`config.mk`:
```
export PLATFORM = sky130hd
export DESIGN_NAME = peasant_mult_ctrl
export DESIGN_NICKNAME = d
export VERILOG_FILES = /design/src/rtl/peasant_mult_pkg.sv /design/src/rtl/peasant_step.sv /design/src/rtl/peasant_mult_ctrl.sv
export SDC_FILE = /design/constraint.sdc
export NUM_CORES = 1
export LEC_CHECK = 0
export CAP_MARGIN = 20
export CORE_MARGIN = 4
export CORE_UTILIZATION = 55
export CTS_CLUSTER_SIZE = 40
export DETAILED_ROUTE_END_ITERATION = 8
export PLACE_DENSITY = 0.79
export SLEW_MARGIN = 10
export SYNTH_ARGS = -nofsm -noshare
export SYNTH_HDL_FRONTEND = slang
export SYNTH_SLANG_ARGS = --single-unit
```
`constraint.sdc`:
```
create_clock -name clk -period 7.2 [get_ports clk]
set_input_delay 1.44 -clock clk [delete_from_list [all_inputs] [get_ports clk]]
set_output_delay 1.44 -clock clk [all_outputs]
set_load 0.1 [all_outputs]
```
`src/rtl/peasant_mult_pkg.sv`:
```
// Shared types and constants for the Russian-peasant multiplier.
package peasant_mult_pkg;

    localparam int PM_WIDTH = 32;

    typedef enum logic [1:0] {
        IDLE = 2'd0,
        RUN  = 2'd1,
        DONE = 2'd2
    } pm_state_t;

endpackage

```
`src/rtl/peasant_step.sv`:
```
// One combinational halve/double/conditional-add iteration of the peasant algorithm.
module peasant_step
    import peasant_mult_pkg::*;
#(
    parameter int WIDTH = PM_WIDTH
) (
    input  logic [2*WIDTH-1:0] a,
    input  logic [WIDTH-1:0]   b,
    input  logic [2*WIDTH-1:0] acc,
    output logic [2*WIDTH-1:0] a_next,
    output logic [WIDTH-1:0]   b_next,
    output logic [2*WIDTH-1:0] acc_next
);

    // The top bit of a can only be shifted out after more than WIDTH steps.
    assign a_next   = a << 1;
    assign b_next   = b >> 1;
    assign acc_next = b[0] ? (acc + a) : acc;

endmodule

```
`src/rtl/peasant_mult_ctrl.sv`:
```
// Sequential unsigned multiplier: handshake control and operand registers around peasant_step.
module peasant_mult_ctrl
    import peasant_mult_pkg::*;
#(
    parameter int WIDTH = PM_WIDTH
) (
    input  logic                 clk,
    input  logic                 rst_n,
    input  logic                 in_valid,
    output logic                 in_ready,
    input  logic [WIDTH-1:0]     in_a,
    input  logic [WIDTH-1:0]     in_b,
    input  logic                 flush,
    output logic                 out_valid,
    input  logic                 out_ready,
    output logic [2*WIDTH-1:0]   out_prod,
    output logic                 busy
);

    pm_state_t              state_reg;
    pm_state_t              state_next;
    logic [2*WIDTH-1:0]     a_reg;
    logic [WIDTH-1:0]       b_reg;
    logic [2*WIDTH-1:0]     acc_reg;
    logic [2*WIDTH-1:0]     a_step;
    logic [WIDTH-1:0]       b_step;
    logic [2*WIDTH-1:0]     acc_step;

    peasant_step #(
        .WIDTH (WIDTH)
    ) u_step (
        .a        (a_reg),
        .b        (b_reg),
        .acc      (acc_reg),
        .a_next   (a_step),
        .b_next   (b_step),
        .acc_next (acc_step)
    );

    always_ff @(posedge clk or negedge rst_n) begin
        if (!rst_n) begin
            state_reg <= IDLE;
        end else begin
            state_reg <= state_next;
        end
    end

    always_comb begin
        state_next = state_reg;
        if (flush) begin
            state_next = IDLE;
        end else begin
            unique case (state_reg)
                IDLE:    if (in_valid)     state_next = RUN;
                RUN:     if (b_reg == '0)  state_next = DONE;
                DONE:    if (out_ready)    state_next = IDLE;
                default:                   state_next = IDLE;
            endcase
        end
    end

    // Datapath registers only move on a load or a live step; a flush leaves them as-is
    // because the next accept reloads all three.
    always_ff @(posedge clk or negedge rst_n) begin
        if (!rst_n) begin
            a_reg   <= '0;
            b_reg   <= '0;
            acc_reg <= '0;
        end else if (!flush) begin
            if (state_reg == IDLE && in_valid) begin
                a_reg   <= {{WIDTH{1'b0}}, in_a};
                b_reg   <= in_b;
                acc_reg <= '0;
            end else if (state_reg == RUN && b_reg != '0) begin
                a_reg   <= a_step;
                b_reg   <= b_step;
                acc_reg <= acc_step;
            end
        end
    end

    always_comb begin
        in_ready  = (state_reg == IDLE);
        busy      = (state_reg == RUN) || (state_reg == DONE);
        out_valid = (state_reg == DONE);
        out_prod  = (state_reg == DONE) ? acc_reg : '0;
    end

endmodule

```
==> results of run 1 <==
==> cell families after synthesis <==
logic type / after synthesis
AO/OA/AOI/OAI: 382
XOR/XNOR: 59
adder cells (fa/ha/maj): 68
buffers and inverters: 92
flip-flops: 162
multiplexers: 65
AND/OR/NAND/NOR: 431
==> routing by layer <==
metal | track usage | part of all wire | vias up
li1 | - | - | 4618
met1 | 0.343 | 0.45 | 4475
met2 | 0.401 | 0.47 | 272
met3 | 0.0490 | 0.053 | 55
met4 | 0.0876 | 0.030 | 0
met5 | 0 | 0 | -
==> Yosys cell counts (7+ instances only) <==
cell type / n / share of area
nand3_1: 15 / 0.0070
nor3_1: 13 / 0.0061
ha_1: 67 / 0.078
nand4_1: 20 / 0.012
a22o_1: 8 / 0.0066
nand2_1: 233 / 0.082
dfrtp_1: 162 / 0.38
o21ai_0: 138 / 0.065
xnor2_1: 32 / 0.026
xor2_1: 27 / 0.022
nor4_1: 10 / 0.0059
o21bai_1: 15 / 0.011
and3_1: 11 / 0.0064
clkbuf_1: 65 / 0.023
and2_1: 69 / 0.040
a21oi_1: 108 / 0.051
a21o_1: 30 / 0.021
nor2_1: 36 / 0.013
o21ai_1: 22 / 0.010
a211oi_1: 7 / 0.0049
mux2i_1: 65 / 0.061
inv_1: 19 / 0.0067
a31oi_1: 8 / 0.0047
==> worst min-delay path by stage <==
stage                start           to  slack [ns]  cells after the start
2_1_floorplan    a_reg[33]    a_reg[33]        0.47                      2
3_3_place_gp      b_reg[5]     b_reg[5]        0.49                      2
3_5_place_dp     a_reg[33]    a_reg[33]        0.50                      2
4_1_cts          b_reg[17]    b_reg[17]        0.51                      2
5_1_grt        acc_reg[17]  acc_reg[17]        0.53                      2
6_report         a_reg[33]    a_reg[33]        0.51                      2
==> layout make-up <==
class                      instances  area share
clock buffer                      23      0.0367
inverter                          20     0.00588
tap                              260      0.0255
multi-input combinational       1005       0.495
clock inverter                     6     0.00647
timing repair buffer             141       0.113
sequential                       162       0.318
==> placed cells by master (no fill, tap or decap), types with 17 or more instances in the layout <==
master,netlist,final
nand2_1,233,232
dfrtp_1,162,162
o21ai_0,138,138
clkdlybuf4s50_1,0,134
a21oi_1,108,107
and2_1,69,69
ha_1,67,66
mux2i_1,65,65
nor2_1,36,35
xnor2_1,32,32
a21o_1,30,29
xor2_1,27,27
o21ai_1,22,22
nand4_1,20,20
inv_1,19,19
clkbuf_16,0,17
==> through the flow <==
step	power (mW)	cells
CTS	3.23	1616
detailed placement	2.34	1587
global placement	2.30	1586
floorplan	2.05	1259
global route	3.43	1617
finish	3.22	1617
==> power by group <==
part	switching [mW]	internal, mW	leakage (nW)
clock network	0.357	0.521	0.269
logic	0.612	0.410	3.42
registers	0.200	1.12	2.18
==> tightest hold or removal path: stages (launching register included) <==
cell,delay [ns]
dfrtp_1,0.37
nand2_1,0.06
nand2_1,0.05
==> impl_results.md, run 1 <==
* DR vias at 9420
* Clk sinks at 162
* Multi-input gate area at 6320 sq um
* Worst setup margin at 2.53 ns
* Layout cell share with drive strength beyond 1 at 0.0391
* XOR/XNOR share of the synthesized area at 0.0484
* Post-CTS Hold Fix Bufs at 0
* Syn_area_per_cell at 8.49 sq um
* Mux share of post-synthesis cell area at 0.0609
* Fillers at 1567
* Fin crit period at 4.67 ns
* Clk_lat worst skew at 0.43 ns
* Max Buffers Root-to-Sink at 2
* Max-cap viol count at 0
* Final Skew at 0.0114 ns
* CP required at 5.76 ns
* Buf/Inv on CP at 2
* Leakage power figure at 5.87 nW
* Simple-gate area share of the yosys netlist at 0.187
* Combinational family with the most area after synthesis: compound AO/OA/AOI/OAI gates
* Top Family by Delay on Critical Path: buffers and inverters
* Crit-path cells: inv_1 -> ha_2 -> and2_1 -> clkdlybuf4s50_1
* Seq cells post-synth at 162
* Final TNS setup at 0 ns
* Post-route cell area at 12800 sq um
* Post-synth EDFFs at 0
* TritonRoute pass-1 iters at 7
* Sequential area share after synthesis at 0.379
* Critical path class: flop to output pin
* R2R cell count at 9
* Asr flop ratio synth at 1.00
* Die footprint at 21700 sq um
* Final Util at 0.675
* Max incr delay on CP at 1.14 ns
* Total Routing Usage GR at 0.250
* Synth warnings at 0
* Largest net degree at the start of global routing at 131
* Io pins at 136
* Mapped cell area at 10700 sq um
* Starting DRT DRC Count at 687
* Number of global-route vias before repair at 8969
* Synth Instances at 1259
* RSZ-0062 raised after global routing: false
* Maximum vdd drop at 184 uV
* Worst reg2reg path startpoint: b_reg[23]
* Primary FF master, synth: dfrtp_1
* Crit end category: output pin
* Placer Congestion at 0.956
* First-pass GRT wire length at 44800 um
* Hold crit path type: flop to flop
* Setup-failing EPs final at 0
* Number of diodes at 0
* WL final at 27000 um
* Port-buffer cells at 135
* Post-DP Area at 12200 sq um
* Hold Worst Slack at 0.507 ns
* Reg2reg end: acc_reg[21]
* R2R Setup Slk at 3.53 ns
* Critical path launch point type: flop
* Clk slew on worst S/H paths at 0.06 ns
* GRT overflow at 0
* Crit-path max FO at 66
* Setup crit end: out_prod[1]
* Post-synthesis compound-gate area fraction at 0.211
* Die height at 147 um
* Worst slew pin tran at 1.04 ns
* DP Worst Slack at 2.69 ns
* Antenna Nets Post-Route at 0
* CTS Root Cell: clkbuf_16
* Status: complete, no violations
* CP Depth at 4
* Final period utilization at 0.649
* TritonCTS clock tree: done
* Register area at 4050 sq um
* Net Count, Synth at 1396
* Initial antenna violation count at 0
* Final-report max-slew violation count at 0
* H-Tree Depth at 4
* Slew Limit Headroom at 0.302
* Area of the core at 18900 sq um
* Final Hold Viols at 0
* Setup repair bufs after CTS at 0
* CP Data Arrival Time at 3.23 ns
* Vias per inst at 5.83
* Layout Nets at 1484
* Starting Density at 0.566
* Cts bufs inserted at 17
* FMAX at 0.214 GHz
* Dpl hpwl at 19500 um
* Yosys cell types at 61
* Critical path startpoint: state_reg[0]
* Post-synthesis adder-cell area fraction at 0.0803
* Site Rows at 50
* Cts repair resizes at 0
* Critical path's slowest cell: clkdlybuf4s50_1
* Area Overhead vs Synth at 19.4%
* DRC at 0
* Pwr Density at 253 nW/um^2
* Chip width at 147 um
* Routed len/inst at 16.7 um
No activity file was read; power rests on OpenSTA's default activity.
==> inputs of run 2 (changes only) <==
--- a/config.mk
+++ b/config.mk
@@ -7,10 +7,10 @@
 export LEC_CHECK = 0
 export CAP_MARGIN = 20
 export CORE_MARGIN = 4
-export CORE_UTILIZATION = 55
+export CORE_UTILIZATION = 51
 export CTS_CLUSTER_SIZE = 40
 export DETAILED_ROUTE_END_ITERATION = 8
-export PLACE_DENSITY = 0.79
+export PLACE_DENSITY = 0.77
 export SLEW_MARGIN = 10
 export SYNTH_ARGS = -nofsm -noshare
 export SYNTH_HDL_FRONTEND = slang
==> constraint.sdc (replaced) <==
create_clock -name clk -period 3.9 [get_ports clk]
set_input_delay 0.78 -clock clk [delete_from_list [all_inputs] [get_ports clk]]
set_output_delay 0.78 -clock clk [all_outputs]
set_load 0.1 [all_outputs]
==> impl_results.md, run 2 (synthesis results as in run 1) <==
* Commonest non-fill, non-tap cells in the layout: 232 x nand2_1, 162 x dfrtp_1, 138 x o21ai_0, 107 x a21oi_1, 79 x buf_4
* Routed len/inst at 17.0 um (+1.6%)
* Vias per inst at 5.76 (-1.1%)
* Crit-path max FO at 4 (-94%)
* R2R Setup Slk at 0.63 ns (-2.90 ns)
* WL final at 27800 um (+2.9%)
* CP Data Arrival Time at 3.58 ns (+0.35 ns)
* CP required at 4.21 ns (-1.55 ns)
* Io pins at 136 (unchanged)
* Die height at 153 um (+3.6%)
* Post-CTS Hold Fix Bufs at 0 (unchanged)
* Number of diodes at 0 (unchanged)
* Starting Density at 0.523 (-0.0425)
* Part of the power in registers at 0.408 (-0.002)
* Number of global-route vias before repair at 9198 (+2.6%)
* Critical path's slowest cell: dfrtp_1
* Critical path launch point type: flop
* Combinational share of power at 0.321 (+0.004)
* Final-report max-slew violation count at 0 (unchanged)
* Largest net degree at the start of global routing at 131 (unchanged)
* GRT overflow at 0 (unchanged)
* Area Overhead vs Synth at 18.5%
* Clock power share at 0.271 (-0.002)
* Clk slew on worst S/H paths at 0.07 ns (about the same)
* RSZ-0062 raised after global routing: false
* DR vias at 9441 (+0.22%)
* Final period utilization at 0.837
* Dpl hpwl at 20600 um (+6.0%)
* NetSw at 2.26 mW (+94%)
* Port-buffer cells at 135 (unchanged)
* Total Routing Usage GR at 0.239 (-0.0118)
* Max incr delay on CP at 0.41 ns (-0.73 ns)
* Setup repair bufs after CTS at 0 (unchanged)
* Worst slew pin tran at 0.762 ns (-0.281 ns)
* Hold crit path type: primary input to asynchronous set/reset pin
* Placer Congestion at 0.910 (-4.8%)
* TritonRoute pass-1 iters at 5 (-2)
* Fin crit period at 3.27 ns
* Final TNS setup at 0 ns (unchanged)
* Site Rows at 52 (+4.0%)
* Max Buffers Root-to-Sink at 2 (unchanged)
* Most common cell after layout, fill and taps aside: nand2_1
* Starting DRT DRC Count at 494 (-28%)
* Cell mode on critical path: a21oi_2
* Crit-path cells: ha_1 -> fa_1 -> a21o_1 -> a221o_1 -> a21oi_2 -> a21oi_2 -> or3_1 -> a41o_1 -> a211oi_2 -> xor2_1 -> o21ai_1
* CTS Root Cell: clkbuf_16
* Max-cap viol count at 0 (unchanged)
* Layout Nets at 1492 (+0.54%)
* Crit end category: flop
* Chip width at 153 um (+3.6%)
* Cts repair resizes at 0 (unchanged)
* Worst reg2reg path startpoint: a_reg[0]
* Slew Limit Headroom at 0.492 (+0.189)
* TritonCTS clock tree: done
* Pwr Density at 471 nW/um^2 (+86%)
* Leakage power figure at 6.04 nW (+2.9%)
* Top Family by Delay on Critical Path: compound AO/OA/AOI/OAI gates
* Sw frac at 0.380 (+0.0172)
* Internal at 3.69 mW (+80%)
* Die footprint at 23300 sq um (+7.4%)
* Antenna Nets Post-Route at 0 (unchanged)
* Final Hold Viols at 0 (unchanged)
* Clk_lat worst skew at 0.44 ns (about the same)
* R2R cell count at 11 (+2)
* CP Depth at 11 (+7)
* Status: complete, no violations
* Final std cells w/o fill at 1638 (+1.3%)
* H-Tree Depth at 4 (unchanged)
* Final Skew at 0.0119 ns (+0.000554 ns)
* Dpl cells at 1605 (+1.1%)
* DRC at 0 (unchanged)
* Critical path class: flop to flop
* Setup-failing EPs final at 0 (unchanged)
* Area of the core at 20400 sq um (+8.1%)
* Initial antenna violation count at 0 (unchanged)
* First-pass GRT wire length at 46400 um (+3.5%)
* Buf/Inv on CP at 0 (-2)
* Maximum vdd drop at 304 uV (+66%)
* Clk sinks at 162 (unchanged)
* FMAX at 0.306 GHz
* Final Util at 0.620 (-0.0556)
* Cts bufs inserted at 17 (unchanged)
* Reg2reg end: acc_reg[42]
* Layout cell share with drive strength beyond 1 at 0.0980 (+0.0589)
==> run 2: final cells by class <==
cell class	instances	area (sq um)
clock buffer	19	443
tap	270	338
multi-input combinational	1005	6320
timing repair buffer	149	1320
fill	1807	7770
clock inverter	13	119
sequential	162	4050
inverter	20	75.1
==> run 2: stage by stage <==
| step | worst slack (ns) | power (mW) | instance area (sq um) | hold slack [ns] |
|---|---|---|---|---|
| final | 0.635 | 5.96 | 12700 | 0.376 |
| after global routing | 0.462 | 6.36 | 12700 | 0.440 |
| after CTS | 0.643 | 5.97 | 12600 | 0.407 |
| after detailed placement | 0.655 | 4.35 | 12100 | 0.495 |
| after global placement | 0.722 | 4.30 | 12100 | 0.486 |
| after floorplan | 0.554 | 3.79 | 10700 | 0.467 |
==> run 2: layer usage <==
metal / vias up / track usage / part of all wire
met1: 4498 / 0.334 / 0.46
met2: 256 / 0.386 / 0.47
met4: 0 / 0.0670 / 0.021
met5: - / 0 / 0
met3: 41 / 0.0406 / 0.052
li1: 4646 / - / -
==> run 2: how the worst max path moves through the flow <==
stage,endpoint,start,slack [ns]
after floorplan,out_prod[10],state_reg[0],0.55
after CTS,acc_reg[42],a_reg[0],0.64
after detailed placement,acc_reg[62],a_reg[0],0.66
after global routing,acc_reg[62],a_reg[0],0.46
final,acc_reg[42],a_reg[0],0.63
after global placement,acc_reg[42],a_reg[0],0.72
==> run 2: worst register-to-register path, cell delays in order (launching register included) <==
cell and delay, ns:
dfrtp_1 0.41, ha_1 0.25, fa_1 0.41, a21o_1 0.21, a221o_1 0.35, a21oi_2 0.24
a21oi_2 0.15, or3_1 0.37, a41o_1 0.30, a211oi_2 0.22, xor2_1 0.17, o21ai_1 0.07
==> run 2: power by group through the flow <==
stage,registers [mW],logic (mW),clock network (mW)
floorplan,2.33,1.46,0
CTS,2.44,1.90,1.63
global placement,2.45,1.85,0
finish,2.43,1.91,1.61
global route,2.49,2.16,1.70
detailed placement,2.46,1.89,0
